### config.mk
export PLATFORM = sky130hd
export DESIGN_NAME = pwm_timebase_ctrl_flat
export DESIGN_NICKNAME = d
export VERILOG_FILES = /design/src/rtl/pwm_timebase_pkg.sv /design/src/rtl/pwm_timebase_ctrl_if.sv /design/src/rtl/pwm_prescaler.sv /design/src/rtl/pwm_timebase_ctrl.sv /design/src/flat_wrapper.sv
export SDC_FILE = /design/constraint.sdc
export NUM_CORES = 1
export LEC_CHECK = 0
export ABC_AREA = 1
export ABC_CLOCK_PERIOD_IN_PS = 1420
export CAP_MARGIN = 20
export CORE_MARGIN = 2
export CORE_UTILIZATION = 50
export DETAILED_ROUTE_END_ITERATION = 12
export PLACE_DENSITY_LB_ADDON = 0.05
export REMOVE_ABC_BUFFERS = 1
export SETUP_SLACK_MARGIN = 0.02
export SYNTH_ARGS = -nofsm -noshare
export SYNTH_HDL_FRONTEND = slang
export SYNTH_SLANG_ARGS = --single-unit
export TNS_END_PERCENT = 100
### constraint.sdc
create_clock -name clk -period 1.42 [get_ports clk]
set_input_delay 0.142 -clock clk [delete_from_list [all_inputs] [get_ports clk]]
set_output_delay 0.142 -clock clk [all_outputs]
set_load 0.02 [all_outputs]
### src/rtl/pwm_timebase_pkg.sv
// Shared definitions for the PWM timebase controller: register map, CTRL bit
// positions, FSM encoding and address decode helper.
package pwm_timebase_pkg;

    localparam int CFG_DW = 16;

    localparam logic [2:0] ADDR_PERIOD = 3'd0;
    localparam logic [2:0] ADDR_CMP1   = 3'd1;
    localparam logic [2:0] ADDR_CMP2   = 3'd2;
    localparam logic [2:0] ADDR_FUNC   = 3'd3;
    localparam logic [2:0] ADDR_PSC    = 3'd4;
    localparam logic [2:0] ADDR_CTRL   = 3'd5;

    localparam int CTRL_EN       = 0;
    localparam int CTRL_ONESHOT  = 1;
    localparam int CTRL_FORCE    = 2;
    localparam int CTRL_IRQ_MASK = 3;
    localparam int CTRL_IRQ_CLR  = 4;

    typedef enum logic {
        ST_IDLE = 1'b0,
        ST_RUN  = 1'b1
    } tb_state_e;

    // Addresses 0..4 land in the double-buffered shadow bank.
    function automatic logic is_shadow_addr(input logic [2:0] addr);
        return (addr <= ADDR_PSC);
    endfunction

endpackage

### src/rtl/pwm_timebase_ctrl_if.sv
// Host configuration write bus into the PWM timebase controller.
interface pwm_timebase_ctrl_if;
    import pwm_timebase_pkg::*;

    logic              cfg_we;
    logic [2:0]        cfg_addr;
    logic [CFG_DW-1:0] cfg_wdata;

    modport master (output cfg_we, output cfg_addr, output cfg_wdata);
    modport slave  (input  cfg_we, input  cfg_addr, input  cfg_wdata);

endinterface

### src/rtl/pwm_prescaler.sv
// Clock prescaler: counts 0..psc_i while running and flags the terminal count as a tick.
module pwm_prescaler
    import pwm_timebase_pkg::*;
#(
    parameter int PSC_W = 8
) (
    input  logic             clk,
    input  logic             rst_n,
    input  logic [PSC_W-1:0] psc_i,
    input  logic             clear_i,
    input  logic             run_i,
    output logic             tick_o
);

    logic [PSC_W-1:0] cnt_q;
    logic [PSC_W-1:0] cnt_d;

    assign tick_o = run_i && (cnt_q == psc_i);

    // Next prescaler count: restart on clear, stop or tick.
    always_comb begin
        cnt_d = cnt_q;
        if (clear_i || !run_i || tick_o) begin
            cnt_d = {PSC_W{1'b0}};
        end else begin
            cnt_d = cnt_q + PSC_W'(1);
        end
    end

    // Prescaler count register.
    always_ff @(posedge clk or negedge rst_n) begin
        if (!rst_n) begin
            cnt_q <= {PSC_W{1'b0}};
        end else begin
            cnt_q <= cnt_d;
        end
    end

endmodule

### src/rtl/pwm_timebase_ctrl.sv
// PWM timebase and glitch-free register update controller. Optional interrupt
// output enabled by defining PWM_TIMEBASE_IRQ_EN.
module pwm_timebase_ctrl
    import pwm_timebase_pkg::*;
#(
    parameter int CNT_W = 16,
    parameter int PSC_W = 8
) (
    input  logic                clk,
    input  logic                rst_n,
    pwm_timebase_ctrl_if.slave  cfg,
    output logic                pwm_en_o,
    output logic [CNT_W-1:0]    period_o,
    output logic [7:0]          functions_o,
    output logic [CNT_W-1:0]    compare1_o,
    output logic [CNT_W-1:0]    compare2_o,
    output logic [CNT_W-1:0]    count_val_o,
    output logic                wrap_pulse_o,
`ifdef PWM_TIMEBASE_IRQ_EN
    output logic                irq_o,
`endif
    output logic                upd_pending_o
);

    tb_state_e        state_q, state_d;
    logic [CNT_W-1:0] count_q, count_d;
    logic [CNT_W-1:0] sh_period_q, sh_period_d, act_period_q, act_period_d;
    logic [CNT_W-1:0] sh_cmp1_q, sh_cmp1_d, act_cmp1_q, act_cmp1_d;
    logic [CNT_W-1:0] sh_cmp2_q, sh_cmp2_d, act_cmp2_q, act_cmp2_d;
    logic [7:0]       sh_func_q, sh_func_d, act_func_q, act_func_d;
    logic [PSC_W-1:0] sh_psc_q, sh_psc_d, act_psc_q, act_psc_d;
    logic             pending_q, pending_d;
    logic             oneshot_q, oneshot_d;
    logic             sh_wr_s, ctrl_wr_s, tick_s, psc_clear_s, load_s, wrap_evt_s;
`ifdef PWM_TIMEBASE_IRQ_EN
    logic             irq_q, irq_d, irq_mask_q, irq_mask_d;
`endif

    assign sh_wr_s   = cfg.cfg_we && is_shadow_addr(cfg.cfg_addr);
    assign ctrl_wr_s = cfg.cfg_we && (cfg.cfg_addr == ADDR_CTRL);

    pwm_prescaler #(.PSC_W(PSC_W)) u_psc (
        .clk     (clk),
        .rst_n   (rst_n),
        .psc_i   (act_psc_q),
        .clear_i (psc_clear_s),
        .run_i   (state_q == ST_RUN),
        .tick_o  (tick_s)
    );

    // Shadow writes, FSM, counter and active-bank load decision.
    always_comb begin
        state_d     = state_q;
        count_d     = count_q;
        pending_d   = pending_q;
        sh_period_d = sh_period_q;
        sh_cmp1_d   = sh_cmp1_q;
        sh_cmp2_d   = sh_cmp2_q;
        sh_func_d   = sh_func_q;
        sh_psc_d    = sh_psc_q;
        psc_clear_s = 1'b0;
        load_s      = 1'b0;
        wrap_evt_s  = 1'b0;

        if (cfg.cfg_we) begin
            case (cfg.cfg_addr)
                ADDR_PERIOD: sh_period_d = cfg.cfg_wdata[CNT_W-1:0];
                ADDR_CMP1:   sh_cmp1_d   = cfg.cfg_wdata[CNT_W-1:0];
                ADDR_CMP2:   sh_cmp2_d   = cfg.cfg_wdata[CNT_W-1:0];
                ADDR_FUNC:   sh_func_d   = cfg.cfg_wdata[7:0];
                ADDR_PSC:    sh_psc_d    = cfg.cfg_wdata[PSC_W-1:0];
                default:     sh_period_d = sh_period_q;
            endcase
        end else begin
            sh_period_d = sh_period_q;
        end

        if (ctrl_wr_s) begin
            oneshot_d = cfg.cfg_wdata[CTRL_ONESHOT];
        end else begin
            oneshot_d = oneshot_q;
        end

        case (state_q)
            ST_IDLE: begin
                load_s      = 1'b1;
                pending_d   = 1'b0;
                count_d     = {CNT_W{1'b0}};
                psc_clear_s = 1'b1;
                if (ctrl_wr_s && cfg.cfg_wdata[CTRL_EN]) begin
                    state_d = ST_RUN;
                end else begin
                    state_d = ST_IDLE;
                end
            end
            ST_RUN: begin
                if (ctrl_wr_s && !cfg.cfg_wdata[CTRL_EN]) begin
                    state_d     = ST_IDLE;
                    count_d     = {CNT_W{1'b0}};
                    load_s      = 1'b1;
                    pending_d   = 1'b0;
                    psc_clear_s = 1'b1;
                end else if (ctrl_wr_s && cfg.cfg_wdata[CTRL_FORCE]) begin
                    count_d     = {CNT_W{1'b0}};
                    load_s      = 1'b1;
                    pending_d   = 1'b0;
                    psc_clear_s = 1'b1;
                end else if (tick_s && (count_q == act_period_q)) begin
                    // A write landing on the wrap edge is held for the next wrap.
                    wrap_evt_s = 1'b1;
                    count_d    = {CNT_W{1'b0}};
                    load_s     = pending_q;
                    pending_d  = sh_wr_s;
                    if (oneshot_q) begin
                        state_d   = ST_IDLE;
                        load_s    = 1'b1;
                        pending_d = 1'b0;
                    end else begin
                        state_d = ST_RUN;
                    end
                end else if (tick_s) begin
                    count_d   = count_q + CNT_W'(1);
                    pending_d = pending_q | sh_wr_s;
                end else begin
                    pending_d = pending_q | sh_wr_s;
                end
            end
            default: begin
                state_d     = ST_IDLE;
                count_d     = {CNT_W{1'b0}};
                pending_d   = 1'b0;
                psc_clear_s = 1'b1;
            end
        endcase

        if (load_s) begin
            act_period_d = sh_period_q;
            act_cmp1_d   = sh_cmp1_q;
            act_cmp2_d   = sh_cmp2_q;
            act_func_d   = sh_func_q;
            act_psc_d    = sh_psc_q;
        end else begin
            act_period_d = act_period_q;
            act_cmp1_d   = act_cmp1_q;
            act_cmp2_d   = act_cmp2_q;
            act_func_d   = act_func_q;
            act_psc_d    = act_psc_q;
        end
    end

`ifdef PWM_TIMEBASE_IRQ_EN
    // Sticky wrap interrupt; a set on the same clock as a clear takes priority.
    always_comb begin
        irq_d      = irq_q;
        irq_mask_d = irq_mask_q;
        if (ctrl_wr_s) begin
            irq_mask_d = cfg.cfg_wdata[CTRL_IRQ_MASK];
        end else begin
            irq_mask_d = irq_mask_q;
        end
        if (wrap_evt_s && irq_mask_q) begin
            irq_d = 1'b1;
        end else if (ctrl_wr_s && cfg.cfg_wdata[CTRL_IRQ_CLR]) begin
            irq_d = 1'b0;
        end else begin
            irq_d = irq_q;
        end
    end

    // Interrupt state registers.
    always_ff @(posedge clk or negedge rst_n) begin
        if (!rst_n) begin
            irq_q      <= 1'b0;
            irq_mask_q <= 1'b0;
        end else begin
            irq_q      <= irq_d;
            irq_mask_q <= irq_mask_d;
        end
    end

    assign irq_o = irq_q;
`endif

    // Timebase state, shadow bank and active bank registers.
    always_ff @(posedge clk or negedge rst_n) begin
        if (!rst_n) begin
            state_q      <= ST_IDLE;
            count_q      <= {CNT_W{1'b0}};
            pending_q    <= 1'b0;
            oneshot_q    <= 1'b0;
            sh_period_q  <= {CNT_W{1'b0}};
            sh_cmp1_q    <= {CNT_W{1'b0}};
            sh_cmp2_q    <= {CNT_W{1'b0}};
            sh_func_q    <= 8'd0;
            sh_psc_q     <= {PSC_W{1'b0}};
            act_period_q <= {CNT_W{1'b0}};
            act_cmp1_q   <= {CNT_W{1'b0}};
            act_cmp2_q   <= {CNT_W{1'b0}};
            act_func_q   <= 8'd0;
            act_psc_q    <= {PSC_W{1'b0}};
        end else begin
            state_q      <= state_d;
            count_q      <= count_d;
            pending_q    <= pending_d;
            oneshot_q    <= oneshot_d;
            sh_period_q  <= sh_period_d;
            sh_cmp1_q    <= sh_cmp1_d;
            sh_cmp2_q    <= sh_cmp2_d;
            sh_func_q    <= sh_func_d;
            sh_psc_q     <= sh_psc_d;
            act_period_q <= act_period_d;
            act_cmp1_q   <= act_cmp1_d;
            act_cmp2_q   <= act_cmp2_d;
            act_func_q   <= act_func_d;
            act_psc_q    <= act_psc_d;
        end
    end

    assign pwm_en_o      = (state_q == ST_RUN);
    assign period_o      = act_period_q;
    assign functions_o   = act_func_q;
    assign compare1_o    = act_cmp1_q;
    assign compare2_o    = act_cmp2_q;
    assign count_val_o   = count_q;
    assign upd_pending_o = pending_q;
    // Decoded from registered state only, so no input-to-output path.
    assign wrap_pulse_o  = tick_s && (count_q == act_period_q);

endmodule

### src/flat_wrapper.sv
// flat-port wrapper written by rule: the top's interface ports become plain ports
module pwm_timebase_ctrl_flat import pwm_timebase_pkg::*;
#(
    parameter int CNT_W = 16,
    parameter int PSC_W = 8
)
  (clk, rst_n, pwm_en_o, period_o, functions_o, compare1_o, compare2_o, count_val_o, wrap_pulse_o, upd_pending_o, cfg_cfg_we, cfg_cfg_addr, cfg_cfg_wdata);
  pwm_timebase_ctrl_if cfg_i ();
  input  logic clk;
  input  logic rst_n;
  output logic pwm_en_o;
  output logic [CNT_W-1:0] period_o;
  output logic [7:0] functions_o;
  output logic [CNT_W-1:0] compare1_o;
  output logic [CNT_W-1:0] compare2_o;
  output logic [CNT_W-1:0] count_val_o;
  output logic wrap_pulse_o;
  output logic upd_pending_o;
  input wire logic [$bits(cfg_i.cfg_we)-1:0] cfg_cfg_we;
  input wire logic [$bits(cfg_i.cfg_addr)-1:0] cfg_cfg_addr;
  input wire logic [$bits(cfg_i.cfg_wdata)-1:0] cfg_cfg_wdata;
  assign cfg_i.cfg_we = cfg_cfg_we;
  assign cfg_i.cfg_addr = cfg_cfg_addr;
  assign cfg_i.cfg_wdata = cfg_cfg_wdata;
  pwm_timebase_ctrl #(.CNT_W(CNT_W), .PSC_W(PSC_W)) u_core (.clk(clk), .rst_n(rst_n), .cfg(cfg_i), .pwm_en_o(pwm_en_o), .period_o(period_o), .functions_o(functions_o), .compare1_o(compare1_o), .compare2_o(compare2_o), .count_val_o(count_val_o), .wrap_pulse_o(wrap_pulse_o), .upd_pending_o(upd_pending_o));
endmodule
After elaboration in Yosys (flattened, before gate mapping). Index checks and enable logic that the tools add are counted.

Shift-type cells: 0. $lt $le $gt $ge: 1. Reduce and logical (&&, ||, !) cells: 17. Bitwise gates (word level): 2. Divide/modulo/power cells: 0. Add/sub/neg operators: 2. $mul: 0. Equality and inequality tests: 8. Muxes and demuxes: 25.

Operator list (count): 16-bit two-way mux (4); 16-bit one-hot mux with 2 select lines (1); 16-bit by 1-bit adder with 16-bit output, second input constant (1); 16-bit equality test (1); 1-bit two-way mux (15); 2-bit AND reduction (5); 8-bit by 1-bit adder with 8-bit output, second input constant (1); 8-bit equality test (1); 8-bit two-way mux (1); 1-bit one-hot mux with 2 select lines (4); 1-bit logical AND (7); 3-bit by 2-bit equality test with 1-bit output, second input constant (2); 3-bit equality test, second input constant (2); 5-bit inequality test, second input constant (1); 3-bit by 1-bit equality test with 1-bit output, second input constant (1); 3-bit <= comparator, second input constant (1); 3-bit zero test (1); 1-bit zero test (2); 1-bit logical OR (2); 1-bit inverter (1); 1-bit OR (1).

Memory bits (read-only): 0. Register bits after elaboration: 155. Logic and storage cells: 70. Memories kept: 0. Latch bits: 0. RAM bits: 0. Input port bits: 22.

Longest topological paths before layout.
Depth in word-level cells: 9. Gate-level depth with buffers: 13. Gate-level depth less buffers: 13.

Cells and area by module. From an unflattened synthesis, not the netlist that was laid out.

Cell total of the unflattened synthesis: 848. Area total of the unflattened synthesis: 7133.1 um^2.

Modules (own cells, without submodules): pwm_timebase_ctrl (cells each 761, area each 6563.8 um^2, instances 1); pwm_prescaler (cells each 87, area each 569.3 um^2, instances 1).

Worst setup path before layout. OpenSTA, ideal clock, no wires.

Path type: register -> register. From: reg u_core.count_q[0], in the netlist u_core.count_val_o[0]. To: reg u_core.count_q[10], in the netlist u_core.count_val_o[10]. Path slack: -332 ps. Stages on the path, launching flop included: 12. Arrival time: 1680 ps. Library setup time: 72 ps. Period minus slack after synthesis: 1752 ps. Path through: dfrtp_1 ha_1 nand2_1 inv_1 nand3b_1 nor2_1 nand3_1 nor2_1 nand2_1 nand2_1 nand2_1 nor2_1.

Cells in the longest elaborated chain, start to end: 6. Elaborated cells on any way between the ends: 9. Classes of those cells: add/sub (1); eq/ne (2); mux (5); reduce/logical (1).

Ends and longest elaborated chain: from (decl) (line pwm_timebase_ctrl.sv:26) `logic [CNT_W-1:0] count_q, count_d;`; from (signal assigned) (line pwm_timebase_ctrl.sv:188) `count_q <= {CNT_W{1'b0}};`; from (signal assigned) (line pwm_timebase_ctrl.sv:203) `count_q <= count_d;`; 16-bit by 1-bit adder with 16-bit output / 16-bit equality test (equally long branches) (line pwm_timebase_ctrl.sv:122, pwm_timebase_ctrl.sv:108); 16-bit two-way mux / 1-bit logical AND (equally long branches) (line pwm_timebase_ctrl.sv:121, pwm_timebase_ctrl.sv:108); 16-bit two-way mux (line pwm_timebase_ctrl.sv:108) `end else if (tick_s && (count_q == act_period_q)) begin`; 16-bit two-way mux (line pwm_timebase_ctrl.sv:103) `end else if (ctrl_wr_s && cfg.cfg_wdata[CTRL_FORCE]) begin`; 16-bit two-way mux (line pwm_timebase_ctrl.sv:97) `if (ctrl_wr_s && !cfg.cfg_wdata[CTRL_EN]) begin`; 16-bit one-hot mux with 2 select lines (line pwm_timebase_ctrl.sv:84) `case (state_q)`.

Parallel ways exist; a longest one is shown, timed or not. The select of a mux whose other input is x is not followed. A chain may end at the register's enable or synchronous reset.

Worst setup path after layout.
From: reg u_core.act_period_q[2], in the netlist u_core.period_o[2]. To: reg u_core.act_psc_q[4].

Cells in the longest elaborated chain, start to end: 6.

Ends and longest elaborated chain: from (decl) (line pwm_timebase_ctrl.sv:27) `logic [CNT_W-1:0] sh_period_q, sh_period_d, act_period_q, act_period_d;`; from (signal assigned) (line pwm_timebase_ctrl.sv:196) `act_period_q <= {CNT_W{1'b0}};`; from (signal assigned) (line pwm_timebase_ctrl.sv:211) `act_period_q <= act_period_d;`; 16-bit equality test (line pwm_timebase_ctrl.sv:108); 1-bit logical AND (line pwm_timebase_ctrl.sv:108); 1-bit two-way mux (line pwm_timebase_ctrl.sv:108); 1-bit two-way mux (line pwm_timebase_ctrl.sv:103); 1-bit two-way mux (line pwm_timebase_ctrl.sv:97); 1-bit one-hot mux with 2 select lines (line pwm_timebase_ctrl.sv:84); to (signal assigned) (line pwm_timebase_ctrl.sv:200) `act_psc_q <= {PSC_W{1'b0}};`; to (signal assigned) (line pwm_timebase_ctrl.sv:215) `act_psc_q <= act_psc_d;`; to (decl) (line pwm_timebase_ctrl.sv:31) `logic [PSC_W-1:0] sh_psc_q, sh_psc_d, act_psc_q, act_psc_d;`.

No other way between the ends.

==> impl_metrics.yaml <==
clock_tree:
  insertion_delay_ns: 0.43
  clock-root-buffer: "clkbuf_16"
  clockBufferDepth: 2
  cts_sinks: 155
  htreeDepth: 4
  clkTransAtPathRegs_ns: 0.07
  numCtsBuffers: 17
  cts_tree: "yes"
synthesis:
  ys_seq_area_share_pct: 54.4
  synthTopCellsByArea: "dfrtp_1 (54%), nand2_1 (17%), o21ai_0 (5.0%), nand3_1 (4.1%), nand3_2 (4.1%)"
  synth_edf_count: 0
  synth_seq_cells: 155
  avgSynthCellArea_um2: 8.36
  ys_warn_count: 0
  syn_inst: 853
  synth-main-ff-cell: "dfrtp_1"
  netlist.area_leader.share_pct: 54.4
  yosysUniqueCellTypes: 32
  async_flop_share_pct: 100
  syn_area_mm2: 0.00713
  synth_top_area_cell: "dfrtp_1"
power:
  max-vdd-ir-drop_mv: 1.08
  p_leak_nw: 5.75
  p_per_area_mw_per_mm2: 1890
  p_total_mw: 20.9
routing:
  wl_mm: 24.2
  via_count: 7027
  drt_iter0_markers: 561
  drc: 0
  postRouteAntennaNets: 0
  via_per_inst: 5.43
  routedWlPerCell_um: 18.7
  first_pass_iters: 7
worst_setup_path:
  critPathMaxFanout: 7
  setup.worst_path.start_class: "flip-flop"
  critPathSlowestCell: "dfrtp_1"
  path_depth: 13
  crit_path_max_incr_delay_ns: 0.43
  cp.required_ns: 1.73
  ff2ff_path_depth: 13
  cp.arrival_ns: 2.34
  path_cells: "inv_1 > nand2_1 > nand2_1 > nor2_2 > nand2_2 > nor2_4 > nand3_4 > buf_6 > nand2_8 > nand2_8 > clkbuf_16 > nand2_1 > nand2_1"
  path_class: "flip-flop to flip-flop"
  worst_path_dominant_cell_family: "simple AND/OR/NAND/NOR gates"
  cpMostUsedCell: "nand2_1"
  worstSetupEndpointType: "flip-flop"
  cp.buffers_inverters: 3
floorplan:
  rows: 43
  die-area_mm2: 0.0152
  initial_core_util_pct: 51.3
  design.core.area_mm2: 0.0139
  top_level_ports: 97
  die_x_um: 123
  die_h_um: 123
place:
  port_buffers: 96
  finalWeightedCongestion: 0.902
  dpl_cell_area_mm2: 0.00906
  hpwl_mm: 12.2
finish:
  drive_gt1_share_pct: 38.6
  post-route-cell-area_mm2: 0.0110
  antenna_cells: 0
  fill_cells: 861
  fin_util_pct: 79.4
  final_nets: 1124
  syn2layout_area_growth_pct: 54.6
global_routing:
  grtUsageTotal_pct: 28.7
  antenna_found_initial: 0
  grt_pass1_wl_mm: 33.4
  grt_pass1_vias: 6558
  grt_max_degree: 41
  overflow: 0
sta:
  slew_viol_final: 0
  period_share_pct: 143
  tightestPinTransition_ns: 0.428
  hold_violations: 0
  setup_ws_ns: -0.606
  min_period_ns: 2.03
  skew_ns: 0.00628
  rsz0062_at_grt: "yes"
  setup-violations-final: 92
  slew_headroom_pct: 71.4
  clock.fmax_ghz: 0.494
hold_path:
  hold_path_class: "primary input to asynchronous set/reset pin"
run_status:
  failed_checks: "setup timing"
  status: "finished, violations left"
flow_run:
  max_cap_violations: 0
==> flip-flops by register name, summed over array words and instances, names as in the netlist <==
| register | flops |
|---|---|
| u_core.act_psc_q | 8 |
| u_core.compare1_o | 16 |
| u_core.compare2_o | 16 |
| u_core.count_val_o | 16 |
| u_core.functions_o | 8 |
| u_core.oneshot_q | 1 |
| u_core.period_o | 16 |
| u_core.pwm_en_o | 1 |
| u_core.sh_cmp1_q | 16 |
| u_core.sh_cmp2_q | 16 |
| u_core.sh_func_q | 8 |
| u_core.sh_period_q | 16 |
| u_core.sh_psc_q | 8 |
| u_core.u_psc.cnt_q | 8 |
| u_core.upd_pending_o | 1 |
==> metrics by stage <==
step / std cells / TNS (ns) / worst slack (ns) / hold slack, ns
after detailed placement: 1200 / -49.34 / -0.572 / 0.0807
after global placement: 1200 / -42.55 / -0.558 / 0.0891
after CTS: 1270 / -31.87 / -0.430 / 0.218
after global routing: 1293 / -53.14 / -0.691 / 0.234
final: 1293 / -45.73 / -0.606 / 0.197
after floorplan: 820 / -90.85 / -1.35 / -0.154
==> worst reg2reg max path, delay by kind of cell (launching register included) <==
| kind | cells | cell delay (ns) |
|---|---|---|
| and+or+nand+nor | 10 | 1.05 |
| buffers and inverters | 3 | 0.44 |
| DFF | 1 | 0.43 |
==> logic make-up after synthesis <==
| family | count (synthesis) | share of synthesized area [%] |
|---|---|---|
| flops | 155 | 54.4 |
| simple gates | 484 | 30.7 |
| compound gates | 88 | 6.32 |
| fa+ha+maj | 2 | 0.351 |
| buf+inv | 121 | 7.80 |
| xor+xnor | 3 | 0.369 |
==> Yosys cell counts (all sizes together), types with 5 or more instances <==
| master | number |
|---|---|
| nand2 | 327 |
| dfrtp | 155 |
| nand3 | 89 |
| inv | 88 |
| o21ai | 72 |
| nor2 | 59 |
| buf | 22 |
| a21oi | 12 |
| clkbuf | 11 |
| nor3 | 5 |
==> metal layers <==
| layer | track usage [%] | wire, um |
|---|---|---|
| met1 | 37.7 | 9320 |
| met2 | 46.8 | 12300 |
| met3 | 5.90 | 1600 |
| met4 | 11.7 | 975 |
| met5 | 0 | 0 |
==> cells in the final DEF, fill, tap and decap left out, types with 3 or more instances in the layout <==
cell type,count
clkbuf_2,9
nor2_2,18
nand2_1,245
buf_2,11
buf_8,3
nor3_2,3
clkbuf_16,24
nand3_1,35
buf_4,110
clkdlybuf4s50_1,20
buf_12,16
o21ai_1,3
nor2_4,9
inv_1,68
o21ai_0,67
inv_2,18
buf_16,9
dfrtp_2,4
nand2_4,24
clkdlybuf4s15_2,5
bufinv_16,3
clkinvlp_4,5
a21oi_1,6
nand2_8,3
nand3_2,52
dlygate4sd2_1,43
a21oi_2,6
nand2_2,56
inv_6,4
dfrtp_1,151
nor2_1,31
buf_6,26
==> repair_timing <==
item / 4_1_cts / 5_1_grt
hold buffers: 1 / 0
hold endpoints to repair: 36 / 0
endpoints found under the setup margin: 165 / 115
resized for setup: 222 / 165
buffers inserted: 30 / 16
pin swaps: 31 / 41
gates cloned: 9 / 9
==> final timing paths <==
| kind | slack, ns | to | startpoint |
|---|---|---|---|
| max in group asynchronous | 0.64 | u_core.count_val_o[7]$_DFFE_PN0P_ | rst_n |
| worst min register to register | 0.47 | u_core.compare2_o[15]$_DFFE_PN0P_ | u_core.compare2_o[15]$_DFFE_PN0P_ |
| min in group clk | 0.33 | u_core.sh_period_q[14]$_DFFE_PN0P_ | cfg_cfg_wdata[14] |
| worst max-delay path | -0.61 | u_core.act_psc_q[4]$_DFFE_PN0P_ | u_core.period_o[2]$_DFFE_PN0P_ |
| worst max register to register | -0.61 | u_core.act_psc_q[4]$_DFFE_PN0P_ | u_core.period_o[2]$_DFFE_PN0P_ |
| worst min-delay path | 0.20 | u_core.u_psc.cnt_q[5]$_DFF_PN0_ | rst_n |
==> report_power, final <==
part	total [mW]	switching (mW)	leakage (nW)	internal [mW]
Clock	4.83	1.95	0.290	2.88
Sequential	6.74	1.10	2.00	5.64
Combinational	9.29	5.06	3.46	4.23
==> cell type report <==
| type | instances | area (um2) | share of cell area (%) |
|---|---|---|---|
| Sequential cell | 155 | 3880 | 35.2 |
| Multi-Input combinational cell | 578 | 3310 | 30.0 |
| Timing Repair Buffer | 260 | 2650 | 24.0 |
| Clock buffer | 20 | 457 | 4.14 |
| Inverter | 88 | 337 | 3.05 |
| Tap cell | 180 | 225 | 2.04 |
| Clock inverter | 12 | 160 | 1.45 |
No activity file was read; power rests on OpenSTA's default activity.
==> edit 1: new RTL, config.mk and constraints unchanged <==
`CNT_W` is set to 16 in 2 places; all go to 12.
--- a/src/rtl/pwm_timebase_ctrl.sv
+++ b/src/rtl/pwm_timebase_ctrl.sv
@@ -4,5 +4,5 @@
     import pwm_timebase_pkg::*;
 #(
-    parameter int CNT_W = 16,
+    parameter int CNT_W = 12,
     parameter int PSC_W = 8
 ) (
--- a/src/flat_wrapper.sv
+++ b/src/flat_wrapper.sv
@@ -2,5 +2,5 @@
 module pwm_timebase_ctrl_flat import pwm_timebase_pkg::*;
 #(
-    parameter int CNT_W = 16,
+    parameter int CNT_W = 12,
     parameter int PSC_W = 8
 )
Ports: changed (resized compare1_o, compare2_o, count_val_o and period_o); port bits go from 97 to 81. No check against the original RTL was run, so the function may have changed too.
==> edit 1 against the unedited design <==
- largest power group unchanged
- setup slack improved by 0.065 ns
- wire length fell by 17%
- register-to-register slack improved by 0.08 ns
- area after synthesis down 21%
- power fell by 9.5%
- sequential power shrank 15%
- die area shrank 21%
- sequential cell count fell by 28
- maximum frequency rose by 3.3%
- critical endpoint is now wrap_pulse_o
- final cell count shrank 23%
- the flow still finishes with violations (setup timing)
- first-iteration DRC count decreased by 16%
- cell area down 17%
==> edit 1: results (changes against the unedited design) <==
[outcome]
status=complete, but fails checks
violations=setup timing

[clocking]
cts_root_buffer=clkbuf_8

[drt]
firstDrtPassIters=6  ; -1
drt_iter0_drc=472  ; -16%
routedWlPerCell_um=20.1  ; +7.6%
vias_per_cell=5.62  ; +3.4%

[synth]
ys_seq_area_frac=0.567  ; +0.0227
synth_cell_types=28  ; -13%

[layout]
final_cell_count_no_fill=1001  ; -23%
drive_gt1_frac=0.436  ; +0.0492

[timing]
clock_skew_ns=0.0128  ; +0.00655 ns
fin_tns_setup_ns=-32.55  ; +13.18 ns
fin_hold_ws_ns=0.111  ; -0.0860 ns
worst_slack_ns=-0.541  ; +0.0650 ns
setup_viol=77  ; -16%

[place]
place_ws_ns=-0.579  ; -0.00698 ns
placed_area_um2=7090  ; -22%
port_buffers=76  ; -21%

[global_route]
first_global_vias=5241  ; -20%
grt_pass1_wl_um=26200  ; -22%
grt_usage=0.291  ; +0.00351

[setup_path]
path_max_fanout=3  ; -4
reg2reg_slack_ns=-0.53  ; +0.08 ns
critPathArrivalTime_ns=1.82  ; -0.52 ns

[edit 1: cell types whose count changed in the layout (fill, tap and decap cells not counted), sizes merged, moves of 14 or more]
cell	unedited run	this run
buf	175	136
nor2	59	40
nand3	89	68
inv	91	60
o21ai	72	58
nand2	328	241
dlygate4sd2	43	3
clkbuf	36	50
dfrtp	155	127
[edit 1: layout make-up]
cell class | count | area [µm²]
Sequential cell | 127 | 3180
Multi-Input combinational cell | 451 | 2920
Timing Repair Buffer | 195 | 2010
Fill cell | 569 | 1710
Clock buffer | 19 | 432
Clock inverter | 12 | 253
Inverter | 57 | 216
Tap cell | 140 | 175
[edit 1: report_power, final]
group          total [W]  switching [W]  internal (W)
Sequential       0.00572        0.00104       0.00468
Combinational    0.00802        0.00441       0.00361
Clock            0.00515        0.00170       0.00344
Total             0.0189        0.00715        0.0117
[edit 1: repair_timing]
| item | in CTS | in global routing |
|---|---|---|
| pin swaps | 24 | 66 |
| hold buffers | 1 | 0 |
| gates resized for setup | 201 | 271 |
| hold endpoints to repair | 95 | 0 |
| setup buffers | 20 | 18 |
| gates cloned | 6 | 11 |
| endpoints found under the setup margin | 133 | 108 |
[edit 1: routing by layer]
| layer | up-vias | wire length [µm] | track usage | share of wire |
|---|---|---|---|---|
| met4 | 0 | 604 | 0.0850 | 0.030 |
| met2 | 259 | 10600 | 0.479 | 0.53 |
| met3 | 58 | 1330 | 0.0682 | 0.066 |
| li1 | 2488 | - | - | - |
| met5 | - | 0 | 0 | 0 |
| met1 | 2821 | 7600 | 0.386 | 0.38 |
[edit 1: final timing paths]
kind                                  startpoint                    end  cells past startpoint
setup / recovery           u_core.count_val_o[1]           wrap_pulse_o                     10
hold / removal                             rst_n  u_core.u_psc.cnt_q[0]                      2
setup reg to reg           u_core.count_val_o[1]    u_core.act_psc_q[4]                     15
hold reg to reg            u_core.compare2_o[11]  u_core.compare2_o[11]                      2
max in group asynchronous                  rst_n  u_core.sh_period_q[1]                      3
min in group clk                cfg_cfg_wdata[8]  u_core.sh_period_q[8]                      3
[edit 1: worst reg2reg max path, cell delays in order, from the launching register on]
cell and delay (ns):
dfrtp_1 0.43, inv_1 0.08, nand2_1 0.05, nand2_1 0.05
nand2_1 0.09, nor2_2 0.13, nand2_2 0.07, nor2_4 0.14
nand2_4 0.08, buf_6 0.13, nand2_8 0.09, buf_12 0.16
buf_6 0.12, buf_16 0.13, nand3_2 0.07, nand2_1 0.07
[edit 1: kinds of logic after synthesis]
logic type	synth area share
AOI/OAI and AO/OA	0.0629
buffers and inverters	0.0667
xor gates and xnor gates	0.0234
adders and majority gates	0.00446
DFF	0.567
and+or+nand+nor	0.275
==> edit 2: new RTL, same flow settings <==
Without the edit above. Register the outputs `pwm_en_o` and `wrap_pulse_o`; this adds one clock of latency there. The other outputs are not delayed to match.
--- a/src/rtl/pwm_timebase_ctrl.sv
+++ b/src/rtl/pwm_timebase_ctrl.sv
@@ -217,5 +217,4 @@
     end
 
-    assign pwm_en_o      = (state_q == ST_RUN);
     assign period_o      = act_period_q;
     assign functions_o   = act_func_q;
@@ -225,5 +224,8 @@
     assign upd_pending_o = pending_q;
     // Decoded from registered state only, so no input-to-output path.
-    assign wrap_pulse_o  = tick_s && (count_q == act_period_q);
+    always_ff @(posedge clk) begin
+        pwm_en_o     <= (state_q == ST_RUN);
+        wrap_pulse_o <= tick_s && (count_q == act_period_q);
+    end
 
 endmodule
Formal check against the unedited RTL: not equivalent (a bounded check fails within 4 cycles, from zero or initial values and one cycle with rst_n low).
==> edit 2 against the unedited design <==
- wire length shrank 13%
- area after synthesis decreased by 2.2%
- setup slack improved by 0.18 ns
- count of clock-buffer cells in the layout down 2
- the run still ends with setup timing left
- critical path depth decreased by 1
- critical path type unchanged
- combinational power fell by 11%
- cell area is 6.5% lower
- sequential cell count is 2 higher
- worst hold slack improved by 0.0055 ns
- power decreased by 5.1%
- largest power group unchanged
==> edit 2: results (changes against the unedited design) <==
[outcome]
status=complete, but fails checks
violations=setup timing

[layout]
num-nets-final=1070  ; -4.8%
fillers=982  ; +14%
final_cell_count_no_fill=1239  ; -4.2%
diodes=0  ; unchanged
drive_gt1_frac=0.293  ; -0.0936

[synth]
yosys-top-cells-count=nand2_1 (301), dfrtp_1 (155), nand3_1 (88)
yosys_warnings=0  ; unchanged
synth_area_per_cell_um2=8.49  ; +1.6%
synth_area_leaders=dfrtp_1 (56%), nand2_1 (16%), nand3_1 (6.3%)
ys_seq_area_frac=0.562  ; +0.0181
synth_cell_types=28  ; -13%
async_flop_share=0.987  ; -0.0127
synth_top_flop_cell=dfrtp_1
synth.most_common_cell=nand2_1

[drt]
drt-total-wl_um=21000  ; -13%
num_vias=6688  ; -4.8%
drt_iter0_drc=647  ; +15%
firstDrtPassIters=5  ; -2

[global_route]
first_global_vias=6212  ; -5.3%
grt_max_degree=48  ; +17%
grt_usage=0.264  ; -0.0233
antenna_found_initial=0  ; unchanged
grt_pass1_wl_um=30700  ; -8.1%

[timing]
setup_viol=92  ; unchanged
fin_hold_ws_ns=0.202  ; +0.00553 ns
clock_skew_ns=0.00790  ; +0.00162 ns
worst_slack_ns=-0.422  ; +0.184 ns
worst-slew-pin-transition_ns=0.453  ; +0.0249 ns
fin_tns_setup_ns=-31.56  ; +14.17 ns

[power]
leakagePower_nw=5.34  ; -7.1%
max-vdd-ir-drop_mv=1.25  ; +15%

[place]
port_buffers=96  ; unchanged
place_congestion=0.957  ; +6.0%
place_ws_ns=-0.486  ; +0.0861 ns
dpl.hpwl_um=12000  ; -2.4%

[clocking]
ctsLongestPathBuffers=2  ; unchanged
path_clk_slew_ns=0.06
htree_levels=4  ; unchanged
insertion_delay_ns=0.42
cts_buffers=17  ; unchanged
cts_root_buffer=clkbuf_16

[setup_path]
path_max_fanout=7  ; unchanged
reg2reg_from=u_core.act_psc_q[0]
critPathArrivalTime_ns=2.15  ; -0.19 ns
r2r-end=u_core.compare1_o[5]
reg2reg_depth=12  ; -1

[worst_hold_path]
hold_class=in -> async

## edit 2: timing repair
item                                    in CTS  in global routing
hold buffers                                 1                  0
endpoints found under the hold margin      115                  0
pin swaps                                    3                 34
buffers inserted                            25                  9
gates resized for setup                    188                106
endpoints found under the setup margin     166                119
gates cloned                                 3                 16
## edit 2: cell type report
cell class                 instances  area (µm²)  area share
clock buffer                      18         429      0.0417
clock inverter                    14         184      0.0179
inverter                          70         265      0.0257
multi-input combinational        562        2890       0.280
sequential                       157        3920       0.381
tap                              180         225      0.0219
timing repair buffer             238        2390       0.232
## edit 2: per-stage QoR
step	cell area, µm²	total power, W
after floorplan	6710	0.00994
after global placement	8750	0.0134
after detailed placement	8750	0.0136
after CTS	9760	0.0186
after global routing	10300	0.0208
final	10300	0.0198
## edit 2: logic make-up after synthesis
group,after synthesis,synth area share
and+or+nand+nor,461,0.281
DFF,157,0.562
buffers and inverters,103,0.0758
AOI/OAI and AO/OA,86,0.0625
xor gates and xnor gates,12,0.0151
adders and majority gates,2,0.00359
## edit 2: power breakdown
group          switching [W]  internal (W)  total (W)  leakage (nW)
Clock                0.00194       0.00280    0.00474         0.286
Sequential          0.000991       0.00578    0.00677          2.01
Combinational        0.00449       0.00378    0.00827          3.05
## edit 2: routing by layer
metal / global-route usage / wire length, µm / part of all wire
met1: 0.363 / 8790 / 0.42
met2: 0.425 / 10300 / 0.49
met3: 0.0487 / 1300 / 0.062
met4: 0.0898 / 601 / 0.029
met5: 0 / 0 / 0
## edit 2: critical path: stages, from the launching register on
cell and delay, ns:
dfrtp_1 0.42, inv_1 0.09, nand2_2 0.09, nand2_2 0.07, nor2_2 0.12, nand3_2 0.10, nor2_4 0.16, nand3_4 0.11
nand2_8 0.14, nand2_8 0.11, clkbuf_16 0.20, nand2_1 0.06, nand2_1 0.07
## edit 2: how the worst max path moves through the flow
| stage | start | end | slack (ns) | depth (start not counted) |
|---|---|---|---|---|
| 2_1_floorplan | u_core.count_val_o[0] | u_core.act_psc_q[0] | -0.51 | 11 |
| 6_report | u_core.act_psc_q[0] | u_core.compare1_o[5] | -0.42 | 12 |
| 4_1_cts | u_core.count_val_o[14] | u_core.period_o[15] | -0.28 | 12 |
| 5_1_grt | u_core.act_psc_q[0] | u_core.compare1_o[5] | -0.51 | 12 |
| 3_5_place_dp | cfg_cfg_addr[0] | u_core.compare2_o[4] | -0.49 | 11 |
| 3_3_place_gp | cfg_cfg_addr[0] | u_core.functions_o[5] | -0.43 | 11 |
